--- src/rtl/race_min_n.sv ---
// N-input temporal min (first arrival) for race logic.
// Optional tie detection: define RACE_MIN_TIE_DETECT_EN.
module race_min_n #(
  parameter int N_INPUTS          = 4,
  parameter int GAMMA_CYCLE_WIDTH = 16,
  parameter int PULSE_WIDTH       = 8
) (
  input  logic                                 aclk,
  input  logic                                 grst,
  input  logic [N_INPUTS-1:0]                  in_race,
  output logic                                 y,
  output logic                                 gamma_start,
  output logic [$clog2(N_INPUTS)-1:0]          win_idx,
  output logic [$clog2(GAMMA_CYCLE_WIDTH)-1:0] arr_time,
  output logic                                 out_valid
`ifdef RACE_MIN_TIE_DETECT_EN
  ,
  output logic                                 tie_flag
`endif
);

  localparam int IW = $clog2(N_INPUTS);
  localparam int TW = $clog2(GAMMA_CYCLE_WIDTH);
  localparam int CW = $clog2(PULSE_WIDTH) + 1;

  localparam logic [TW-1:0] T_LAST  = TW'(GAMMA_CYCLE_WIDTH - 1);
  localparam logic [CW-1:0] PW_LAST = CW'(PULSE_WIDTH - 1);

  typedef enum logic [1:0] {
    ARMED  = 2'd0,
    FIRING = 2'd1,
    DONE   = 2'd2
  } state_e;

  state_e        state_q, state_d;
  logic [CW-1:0] cnt_q, cnt_d;
  logic [TW-1:0] t_q, t_d;
  logic [IW-1:0] win_q, win_d;
  logic [TW-1:0] arr_q, arr_d;
  logic          ov_q, ov_d;
  logic [IW-1:0] win_sel;
  logic          hit;
  logic          bnd;

  assign hit = |in_race;
  assign bnd = (t_q == T_LAST);

  // Lowest-index set input wins a same-cycle tie
  always_comb begin
    win_sel = '0;
    for (int i = N_INPUTS - 1; i >= 0; i--) begin
      if (in_race[i]) win_sel = IW'(i);
    end
  end

`ifdef RACE_MIN_TIE_DETECT_EN
  logic tie_q, tie_d;
  logic multi;
  assign multi =
    |(in_race & (in_race - {{(N_INPUTS-1){1'b0}}, 1'b1}));
  assign tie_flag = tie_q;
`endif

  // Phase counter, FSM next state and capture logic
  always_comb begin
    t_d     = bnd ? '0 : t_q + TW'(1);
    state_d = state_q;
    cnt_d   = cnt_q;
    win_d   = win_q;
    arr_d   = arr_q;
    ov_d    = ov_q;
`ifdef RACE_MIN_TIE_DETECT_EN
    tie_d   = tie_q;
`endif
    if (bnd) begin
      state_d = ARMED;
      cnt_d   = '0;
      ov_d    = 1'b0;
`ifdef RACE_MIN_TIE_DETECT_EN
      tie_d   = 1'b0;
`endif
    end else begin
      unique case (state_q)
        ARMED: begin
          if (hit) begin
            win_d = win_sel;
            arr_d = t_q;
            ov_d  = 1'b1;
`ifdef RACE_MIN_TIE_DETECT_EN
            tie_d = multi;
`endif
            if (PULSE_WIDTH == 1) begin
              state_d = DONE;
            end else begin
              cnt_d   = CW'(1);
              state_d = FIRING;
            end
          end
        end
        FIRING: begin
          if (cnt_q == PW_LAST) state_d = DONE;
          else                  cnt_d   = cnt_q + CW'(1);
        end
        DONE: begin
          state_d = DONE;
        end
        default: begin
          state_d = ARMED;
        end
      endcase
    end
  end

  // State registers with synchronous reset
  always_ff @(posedge aclk) begin
    if (grst) begin
      t_q     <= '0;
      state_q <= ARMED;
      cnt_q   <= '0;
      win_q   <= '0;
      arr_q   <= '0;
      ov_q    <= 1'b0;
`ifdef RACE_MIN_TIE_DETECT_EN
      tie_q   <= 1'b0;
`endif
    end else begin
      t_q     <= t_d;
      state_q <= state_d;
      cnt_q   <= cnt_d;
      win_q   <= win_d;
      arr_q   <= arr_d;
      ov_q    <= ov_d;
`ifdef RACE_MIN_TIE_DETECT_EN
      tie_q   <= tie_d;
`endif
    end
  end

  assign y = ~grst &
    (((state_q == ARMED) & hit) | (state_q == FIRING));
  assign gamma_start = (t_q == '0);
  assign win_idx     = win_q;
  assign arr_time    = arr_q;
  assign out_valid   = ov_q;

endmodule

--- config.mk ---
export PLATFORM = sky130hd
export DESIGN_NAME = race_min_n
export DESIGN_NICKNAME = d
export VERILOG_FILES = /design/src/rtl/race_min_n.sv
export SDC_FILE = /design/constraint.sdc
export NUM_CORES = 1
export LEC_CHECK = 0
export BUFFER_PORTS_ARGS = -buffer_cell sky130_fd_sc_hd__clkbuf_2
export CORE_MARGIN = 4
export CORE_UTILIZATION = 53
export DETAILED_ROUTE_END_ITERATION = 8
export GPL_TIMING_DRIVEN = 0
export PLACE_DENSITY = 0.85
export SYNTH_ARGS = -nofsm -noshare
export SYNTH_HDL_FRONTEND = slang
export SYNTH_SLANG_ARGS = --single-unit
--- constraint.sdc ---
create_clock -name aclk -period 2.06 [get_ports aclk]
set_clock_uncertainty 0.05 [all_clocks]
set_input_delay 0 -clock aclk [delete_from_list [all_inputs] [get_ports aclk]]
set_output_delay 0 -clock aclk [all_outputs]
set_load 0.05 [all_outputs]
# Word-level counts from Yosys, hierarchy flattened
# Index checks and enable logic that the tools add are counted.
# word_totals
reg_bits	17
input_bits	6
out_inout_bits	9
# op_classes
muxes	10
reduce_logical	9
addsub	2
n_bitwise	5
eq_ne	7
# op_table
operator	count
two-way mux 2 bit	6
adder 4 x 1 -> 4 bit, second input constant	2
two-way mux 4 bit	2
one-hot mux 4 bit (2 select lines)	1
inequality test 2 bit, second input constant	3
one-hot mux 2 bit (3 select lines)	1
AND reduction 3 bit	2
equality test 4 x 3 -> 1 bit, second input constant	1
equality test 4 bit, second input constant	1
zero test 4 bit	1
AND reduction 2 bit	2
OR reduction 4 bit	1
bitwise AND 1 bit	2
equality test 2 x 1 -> 1 bit, second input constant	1
equality test 2 bit, second input constant	1
zero test 2 bit	1
inverter 1 bit	2
nonzero test 2 bit	1
OR reduction 2 bit	1
bitwise OR 1 bit	1

# Depth between registers and ports, before layout
# Gate-level depths: netlist of run 1.
# logic_depth
depth_word	4
mapped_depth	7

# Least setup slack after synthesis of run 1
# OpenSTA, ideal clock, no wires.
# synth_timing
kind	register to output
startpoint	register t_q[0]
endpoint	output gamma_start
setup_slack_ns	0.358
n_path_buf	0
stages_incl_launch_ff	4
arrival_time_ns	1.652
path_cell_list	dfxtp_1 -> inv_1 -> ha_1 -> nor3b_1
# synth_between
elab_chain_cells	1
# synth_lines
item	line	source
start: declaration	37	logic [TW-1:0] t_q, t_d;
start signal: assignment	127	t_q <= t_d;
zero test 4 bit	141	assign gamma_start = (t_q == '0);
end: declaration	12	output logic gamma_start,
# Every way passes these cells.

# Worst setup path in the final report of run 1
# layout_timing
startpoint	register state_q[1]
endpoint	register cnt_q[2]
# layout_between
elab_chain_cells	3
elab_cells_between_ends	7
# layout_lines
item	line	source
start: declaration	35	state_e state_q, state_d;
start signal: assignment	128	state_q <= state_d;
equality test 2 x 1 -> 1 bit / zero test 2 bit (equally long branches)	83	unique case (state_q)
inequality test 2 bit (no source line) / nonzero test 2 bit (equally long branches)	n/a	
AND reduction 3 bit (no source line)	n/a	
end signal: assignment	129	cnt_q <= cnt_d;
end: declaration	36	logic [CW-1:0] cnt_q, cnt_d;
# Parallel ways exist; a longest one is shown, timed or not.
# A chain may end at the register's enable or synchronous reset.

==> results by stage, run 1 <==
Clocking:
- Clock latency on the worst-skew pair, taken at its later pin, is just under 300 ps.
- TritonCTS built the clock tree.
- Counting along the longest clock path gives a buffer depth of 2.
- The clock net in this run drives a total of 17 sinks.
- CTS built an H-tree with a depth of 1.
- In this run the clock root is driven by a clkbuf_4.
- After clock tree synthesis, the setup repair step added 0 buffers.
- The number of buffers inserted during clock tree synthesis is 3.
- The clock-pin slew reported for the worst setup and hold paths after clock tree synthesis is about 100 ps.
- In this run, post-CTS hold repair placed 0 buffers.
- The number of gates resized after CTS was 0.

Place:
- The worst slack at placement is 340 ps.
- Detailed placement finished with a half-perimeter wire length of about 1200 um.
- The count of buffers added on input and output ports is 13.
- The number of instances in the placed design is 120.
- The final RePlAce weighted congestion is approximately 0.84.
- The cell area after placement is about 940 um^2.

STA:
- Setup slack closes at between 300 and 400 ps.
- The count of endpoints failing setup in the final report is 0.
- The number of endpoints with negative hold slack in the final report is 0.
- The relative slew slack is about 71%.
- Setup repair after global routing left no endpoint under its margin.
- The number of pins with negative max-slew slack in the final report is 0.
- For the final routed database, the setup TNS stands at 0 ps.
- For the pin with the worst max-slew slack, the measured transition is roughly 430 ps.
- For this run, the top clock speed supported by timing is roughly 0.57 GHz.
- The worst hold slack is 20.1 ps.
- The period utilization is 85.0%.
- Subtracting the final worst setup slack from the clock period gives roughly 1800 ps.

Route:
- The met2 wirelength from detailed routing is between 700 and 800 um.
- For this run, design rule violations remaining after detail routing come to 0.
- The number of design-rule violations left by the first detailed-router iteration is 6.
- The number of vias per cell is between 5 and 6.
- The detailed-route wire length is ~1500 um.
- The routed length per placed instance is about 12 um.
- Detailed routing placed a total of 68 um of wire on met3.
- The met1 wire length is ~670 um.
- The first-pass detailed-route iteration total is 4.
- The total vias in the final route is 682.
- The top routing layer in use is met4.
- In this run the remaining antenna-violating nets after routing total 0.

Global routing:
- The global route total overflow is 0.
- The number of global-route vias before repair is about 630.
- The initial antenna violation count is 0.
- The first-pass GRT wire length is roughly 2400 um.
- The total routing usage reported by global routing is 14.6%.
- Entering global routing, the biggest net connects 11 pins.

Die:
- The effective utilization at floorplan is between 50% and 60%.
- The floorplan has 14 rows.
- The floorplan step defined a core boundary enclosing ~1500 um^2.
- The I/O pin count is 15.
- In this run the vertical extent of the chip is 48.2 um.
- The die covers ~2300 um^2.
- The die is between 40 and 50 um wide.

Power and ir drop:
- Power spread over the standard cell area amounts to about 1500 nW/um^2.
- The largest voltage drop on the vdd net is between 600 and 700 uV.
- The standby leakage power is around 0.00044 uW.

Critical path:
- For the worst setup path, the data arrival time is 1900 ps.
- STA classifies the critical path endpoint as a flop.
- The critical path is of the reg -> reg type.
- STA classifies the critical path startpoint as a flop.
- The required time of the critical path is approximately 2200 ps.
- The reg-to-reg critical path startpoint is state_q[1]$_SDFFE_PP0P_.
- The startpoint of the most critical setup path is state_q[1]$_SDFFE_PP0P_.
- In this run the worst path has a maximum fanout of 9.

Status:
- The run finished with clean final reports.

Synth:
- The main flop type after synthesis is dfxtp_1.
- The count of warnings emitted by yosys is 0.
- The synthesized area per cell is about 9.4 um^2.
- After synthesis, the cell types taking the most area are dfxtp_1 40%, ha_1 7.3%, nor2_1 6.1%.
- In this run, synthesis inferred 0 flip-flops with an integrated enable.
- Summing the sequential cell areas from Yosys gives 39.7% of the chip area.
- After technology mapping, the gate count stands at about 90.
- The number of nets produced by synthesis is ~100.
- The total of flip-flops plus latches after synthesis is 17.
- The most common cell in the synthesized netlist is dfxtp_1.
- In this run the cell area of the synthesized design comes to roughly 860 um^2.
- The async set or reset register ratio after synthesis is 0%.
- The cell type with the highest aggregate area in the netlist is dfxtp_1.
- In this run, distinct cell masters in the synthesized netlist total 29.
- Sorting the synthesized cells by how often they occur yields 17 x dfxtp_1, 14 x nor2_1, 7 x a21oi_1, 7 x inv_1.
- The top-area cell type share of the netlist area is 39.7%.

Finish:
- Compared with the post-synthesis result, the final layout area differs by 13.1%.
- The post-layout instance count excluding filler cells is 124.
- Cells with a size suffix above 1 make up a little under a quarter of the layout.
- With fillers left out, the area of the finished cells amounts to 971 um^2.
- The antenna diode count is 0.
- In the final design database the tool counted 120 nets.

Run:
- Across the run, the number of max-cap violations was 0.

Min path:
- The startpoint identified for the worst hold timing path is grst.
- The min-delay analysis places its worst path in the category in -> reg.
area by class of cell:
type                       count  area, um^2
clock inverter                 1        5.00
clock buffer                   3        22.5
tap                           16        20.0
inverter                       7        26.3
multi-input combinational     63         462
buffer                         4        30.0
timing repair buffer          13        65.1
sequential                    17         340
fill                         123         553
metal layers:
metal	global-route usage, %	vias up
met4	5.91	0
met3	4.06	2
li1	-	346
met1	15.6	322
met2	26.6	12
met5	0	-
critical path, cell delays in order, from the launching register on:
cell and delay [ps]:
dfxtp_1 340, inv_1 60, ha_1 180, buf_6 140
and4b_4 200, a211oi_4 310, o21ai_1 120, a32o_1 260
cell families (layout without fill, tap and decap cells):
family	Yosys count	after routing	synth area share, %
AO/OA/AOI/OAI	16	16	15.9
XOR/XNOR	2	2	2.04
multiplexers	4	4	4.66
flip-flops	17	17	39.7
AND/OR/NAND/NOR	36	36	23.9
adder cells (fa/ha/maj)	5	5	7.29
buffers and inverters	11	28	6.56
layout by cell type, fill, tap and decap left out:
| master | synthesis | routed |
|---|---|---|
| dfxtp_1 | 17 | 17 |
| nor2_1 | 14 | 14 |
| clkbuf_2 | 0 | 13 |
| inv_1 | 7 | 7 |
| a21oi_1 | 7 | 7 |
| nor3_1 | 5 | 5 |
| ha_1 | 5 | 5 |
| nand3_1 | 4 | 4 |
| mux2i_1 | 4 | 4 |
| nand2b_1 | 3 | 3 |
| clkbuf_4 | 0 | 3 |
| buf_6 | 2 | 2 |
| clkbuf_1 | 2 | 2 |
| nor3b_1 | 2 | 2 |
| nand2_1 | 2 | 2 |
| a32o_1 | 2 | 2 |
| o41ai_4 | 1 | 1 |
| nand3b_1 | 1 | 1 |
| nor4_4 | 1 | 1 |
| xnor2_1 | 1 | 1 |
| a31oi_1 | 1 | 1 |
| and2_1 | 1 | 1 |
| nor2b_2 | 1 | 1 |
| a22oi_1 | 1 | 1 |
| and4b_4 | 1 | 1 |
| a211oi_4 | 1 | 1 |
| and2_4 | 1 | 1 |
| xor2_1 | 1 | 1 |
| o211a_1 | 1 | 1 |
| o21ai_1 | 1 | 1 |
| o21ai_0 | 1 | 1 |
| clkinv_2 | 0 | 1 |
stage by stage:
| step | util, % | power, uW |
|---|---|---|
| 2_1_floorplan | - | 1130 |
| 3_3_place_gp | 61.9 | 1250 |
| 3_5_place_dp | 61.9 | 1280 |
| 4_1_cts | 63.7 | 1460 |
| 5_1_grt | 63.7 | 1560 |
| 6_report | 63.7 | 1450 |
worst paths after layout:
kind              slack, ps                       to  depth (start not counted)
setup / recovery        310    cnt_q[2]$_SDFFE_PP0P_                          7
hold / removal           20  win_idx[0]$_SDFFE_PP0P_                          2
hold reg to reg         410   out_valid$_SDFFE_PP0P_                          2
setup reg to reg        310    cnt_q[2]$_SDFFE_PP0P_                          7
state kept, by name, summed over array words and instances, names as in the netlist:
register / count
arr_time: 4
win_idx: 2
cnt_q: 4
state_q: 2
t_q: 4
out_valid: 1
power breakdown:
part | internal, uW | switching [uW]
sequential | 409 | 51.2
combinational | 303 | 509
clock | 72.3 | 108
total | 784 | 668
Power figures use the tool's default switching activity.
==> run 2, diff against run 1 <==
Settings changed: CORE_UTILIZATION 53 to 48, PLACE_DENSITY 0.85 to 0.82.
Clock period 2.06 ns to 1.6 ns, I/O delays scaled along.
==> run 2 against run 1 <==
Sequential share of layout area decreased by 2.2 points. Register-to-register slack worse by 260 ps. Via count is 1.2% higher. Critical path depth unchanged. Core utilization is 2.1 points lower. Sequential cell count is the same. Critical path type unchanged. Largest power group unchanged. Highest routed layer unchanged.
==> results by stage, run 2 (same netlist as run 1, synthesis figures left out) <==
Min path:
- The number of stages on the worst hold path is 2 (unchanged).
- The worst hold path endpoint is arr_time[0]$_SDFFE_PP0P_ (was win_idx[0]$_SDFFE_PP0P_).
- The worst min-delay path class is in -> reg (unchanged).
- The beginning of the worst hold path was grst (unchanged).

STA:
- The total negative slack for setup checks is 0 ps (unchanged).
- Setup repair after global routing missed its margin: true (was false).
- The slew at the pin closest to its max-slew limit came to 454 ps (was 431 ps).
- The count of endpoints failing setup in the final report is 0 (unchanged).
- The minimum period implied by the final worst setup slack is 1550 ps (was 1750 ps).
- The number of pins with negative max-slew slack in the final report is 0 (unchanged).
- The number of endpoints with negative hold slack in the final report is 0 (unchanged).
- The period utilization is 97.1% (was 85.0%).
- The relative slew slack is 69.6% (was 71.2%).
- The maximum frequency from static timing analysis is 0.644 GHz (was 0.571 GHz).

Place:
- The count of buffers inserted at the top-level ports is 13 (unchanged).
- The number of instances in the placed design is 129 (was 120).
- The final RePlAce weighted congestion is 0.771 (was 0.836).
- The post-detailed-placement half-perimeter wirelength is 1200 um (was 1190 um).

Global routing:
- The initial antenna violation count is 0 (unchanged).
- The pin count of the biggest net entering global routing is 11 (unchanged).
- The total routing usage reported by global routing is 14.2% (was 14.6%).
- The first-pass GRT wire length is 2660 um (was 2450 um).
- The global route total overflow is 0 (unchanged).
- The number of global-route vias before repair is 623 (was 626).

Finish:
- The fraction of layout instances using a drive strength above 1 is 36.0% (was 23.1%).
- The area added between synthesis and finish was 22.6% (was 13.1%).
- The final standard cell utilization of the core was 61.6% (was 63.7%).
- The most common cell after layout, fill and taps aside is nor2_1 (was dfxtp_1).
- Top library cells by usage in the layout, fill and taps aside: 14 x nor2_1, 13 x dfxtp_1, 12 x clkbuf_2, 6 x inv_1, 6 x a21oi_1 (was 17 x dfxtp_1, 14 x nor2_1, 13 x clkbuf_2, 7 x inv_1, 7 x a21oi_1).
- The final-stage net count is 123 (was 120).
- The post-layout instance count excluding filler cells came to 136 (was 124).
- The antenna diode count is 0 (unchanged).
- The final-layout fill cell count came to 153 (was 123).

Status:
- Status: complete, no violations (unchanged).

Power and ir drop:
- The part of the total power dissipated in sequential elements is 29.1% (was 31.7%).
- The largest voltage drop on the vdd net is 819 uV (was 693 uV).
- The part of the total power dissipated in the clock network is 10.9% (was 12.4%).
- The net load switching power was 923 uW (was 668 uW).
- The switching share of power was 44.2% (was 46.0%).
- The internal power component is 1160 uW (was 784 uW).
- The standby leakage power is 0.000456 uW (was 0.000439 uW).
- The total power per unit cell area came to 1980 nW/um^2 (was 1500 nW/um^2).
- The logic gate share of total power is 60.0% (was 55.9%).

Clocking:
- The number of buffers inserted during clock tree synthesis came to 3 (unchanged).
- The clock latency reported for the late side of the worst-skew pair is 280 ps (was 290 ps).
- The master cell of the clock root buffer is clkbuf_4 (unchanged).
- The clock tree from TritonCTS is done (unchanged).
- The worst-case clock buffer depth is 2 (unchanged).
- The deepest level of the CTS H-tree came to 1 (unchanged).
- The clock-pin slew reported for the worst setup and hold paths after clock tree synthesis is 100 ps (about the same).
- The TritonCTS sink count was 17 (unchanged).

Critical path:
- The type of element capturing the critical path is a flop (unchanged).
- The reg-to-reg critical path startpoint is state_q[1]$_SDFFE_PP0P_ (unchanged).
- The startpoint of the most critical setup path is state_q[1]$_SDFFE_PP0P_ (unchanged).
- The worst reg2reg path depth is 7 (unchanged).
- The largest fanout on the critical path is 6 (was 9).
- The endpoint of the most critical register-to-register path is cnt_q[0]$_SDFFE_PP0P_ (was cnt_q[2]$_SDFFE_PP0P_).
- The kind of start point of the critical path is a flop (unchanged).
- The type of the setup path with the least slack is reg -> reg (unchanged).
- The required time of the critical path was 1770 ps (was 2200 ps).
- The register-to-register setup slack is 50 ps (was 310 ps).
- The data arrival time of the critical path is 1720 ps (was 1900 ps).

Route:
- The routed length per placed instance is 12.5 um (was 12.4 um).
- The number of vias per cell came to 5.07 (was 5.50).
- The first-pass detailed-route iteration total is 4 (unchanged).
- The number of routed nets with antenna violations was 0 (unchanged).
- The number of design rule violations left after detail routing was 0 (unchanged).
- The detailed-route wire length is 1700 um (was 1540 um).
- The total vias in the final route came to 690 (was 682).
- The number of design-rule violations left by the first detailed-router iteration is 9 (was 6).

Die:
- The total number of placement rows came to 15 (was 14).
- The I/O pin count came to 15 (unchanged).
- The height of the die is 50.3 um (was 48.2 um).
- The overall die width is 50.3 um (was 48.2 um).
- The die area is 2530 um^2 (was 2330 um^2).
- The placeable core region came to 1710 um^2 (was 1520 um^2).
- The effective utilization at floorplan came to 50.3% (was 56.3%).

Run:
- The number of violations of the max-capacitance limit is 0 (unchanged).
## run 2: changes by cell type in the layout (fill, tap and decap cells not counted), sizes merged
cell	before	now
buf	2	6
clkinv	1	0
## run 2: how the worst max path moves through the flow
stage	endpoint	slack (ps)	cells past startpoint
after floorplan	cnt_q[2]$_SDFFE_PP0P_	30	7
after global placement	cnt_q[2]$_SDFFE_PP0P_	-60	6
after detailed placement	cnt_q[2]$_SDFFE_PP0P_	-80	7
after CTS	cnt_q[3]$_SDFFE_PP0P_	-20	6
after global routing	cnt_q[0]$_SDFFE_PP0P_	-20	7
final	cnt_q[0]$_SDFFE_PP0P_	50	7
## run 2: through the flow
stage                     instance area (um^2)  hold WS [ps]  worst slack, ps  power [uW]
after floorplan                            867           151             32.5        1480
after global placement                     963           323            -64.2        1640
after detailed placement                   963           352            -84.2        1680
after CTS                                  998          46.8            -21.1        1940
after global routing                      1050          64.3            -20.8        2230
final                                     1050          43.6             46.1        2090
## run 2: repair_timing
action	4_1_cts	5_1_grt
pin swaps	2	2
hold buffers	0	0
gates resized for setup	4	9
endpoints found under the setup margin	6	8
setup buffers	2	3
## run 2: routing by layer
| layer | up-vias | wire length, um | share of wire (%) | track usage (%) |
|---|---|---|---|---|
| met1 | 314 | 804 | 47 | 16.2 |
| met5 | - | 0 | 0 | 0 |
| met2 | 16 | 809 | 48 | 23.5 |
| li1 | 358 | - | - | - |
| met3 | 2 | 66 | 3.9 | 4.45 |
| met4 | 0 | 17 | 1.0 | 6.91 |
## run 2: area by class of cell
type	instances	area, um^2	share of cell area, %
multi-input combinational	63	503	47.8
sequential	17	345	32.8
timing repair buffer	18	105	9.99
tap	25	31.3	2.97
clock buffer	4	26.3	2.50
inverter	7	26.3	2.50
buffer	2	15.0	1.43
## run 2: power groups by stage
stage	logic, uW	clock network, uW	registers, uW
6_report	1250	227	607
5_1_grt	1370	242	617
3_5_place_dp	1080	0	600
3_3_place_gp	1040	0	594
2_1_floorplan	707	0	773
4_1_cts	1120	229	594
## run 2: worst max-delay path: stages (launching register included)
cell      delay [ps]
dfxtp_2          340
inv_2             60
ha_4             170
and4b_4          200
a211oi_4         250
buf_4            170
o21ai_0           80
a21oi_1          150
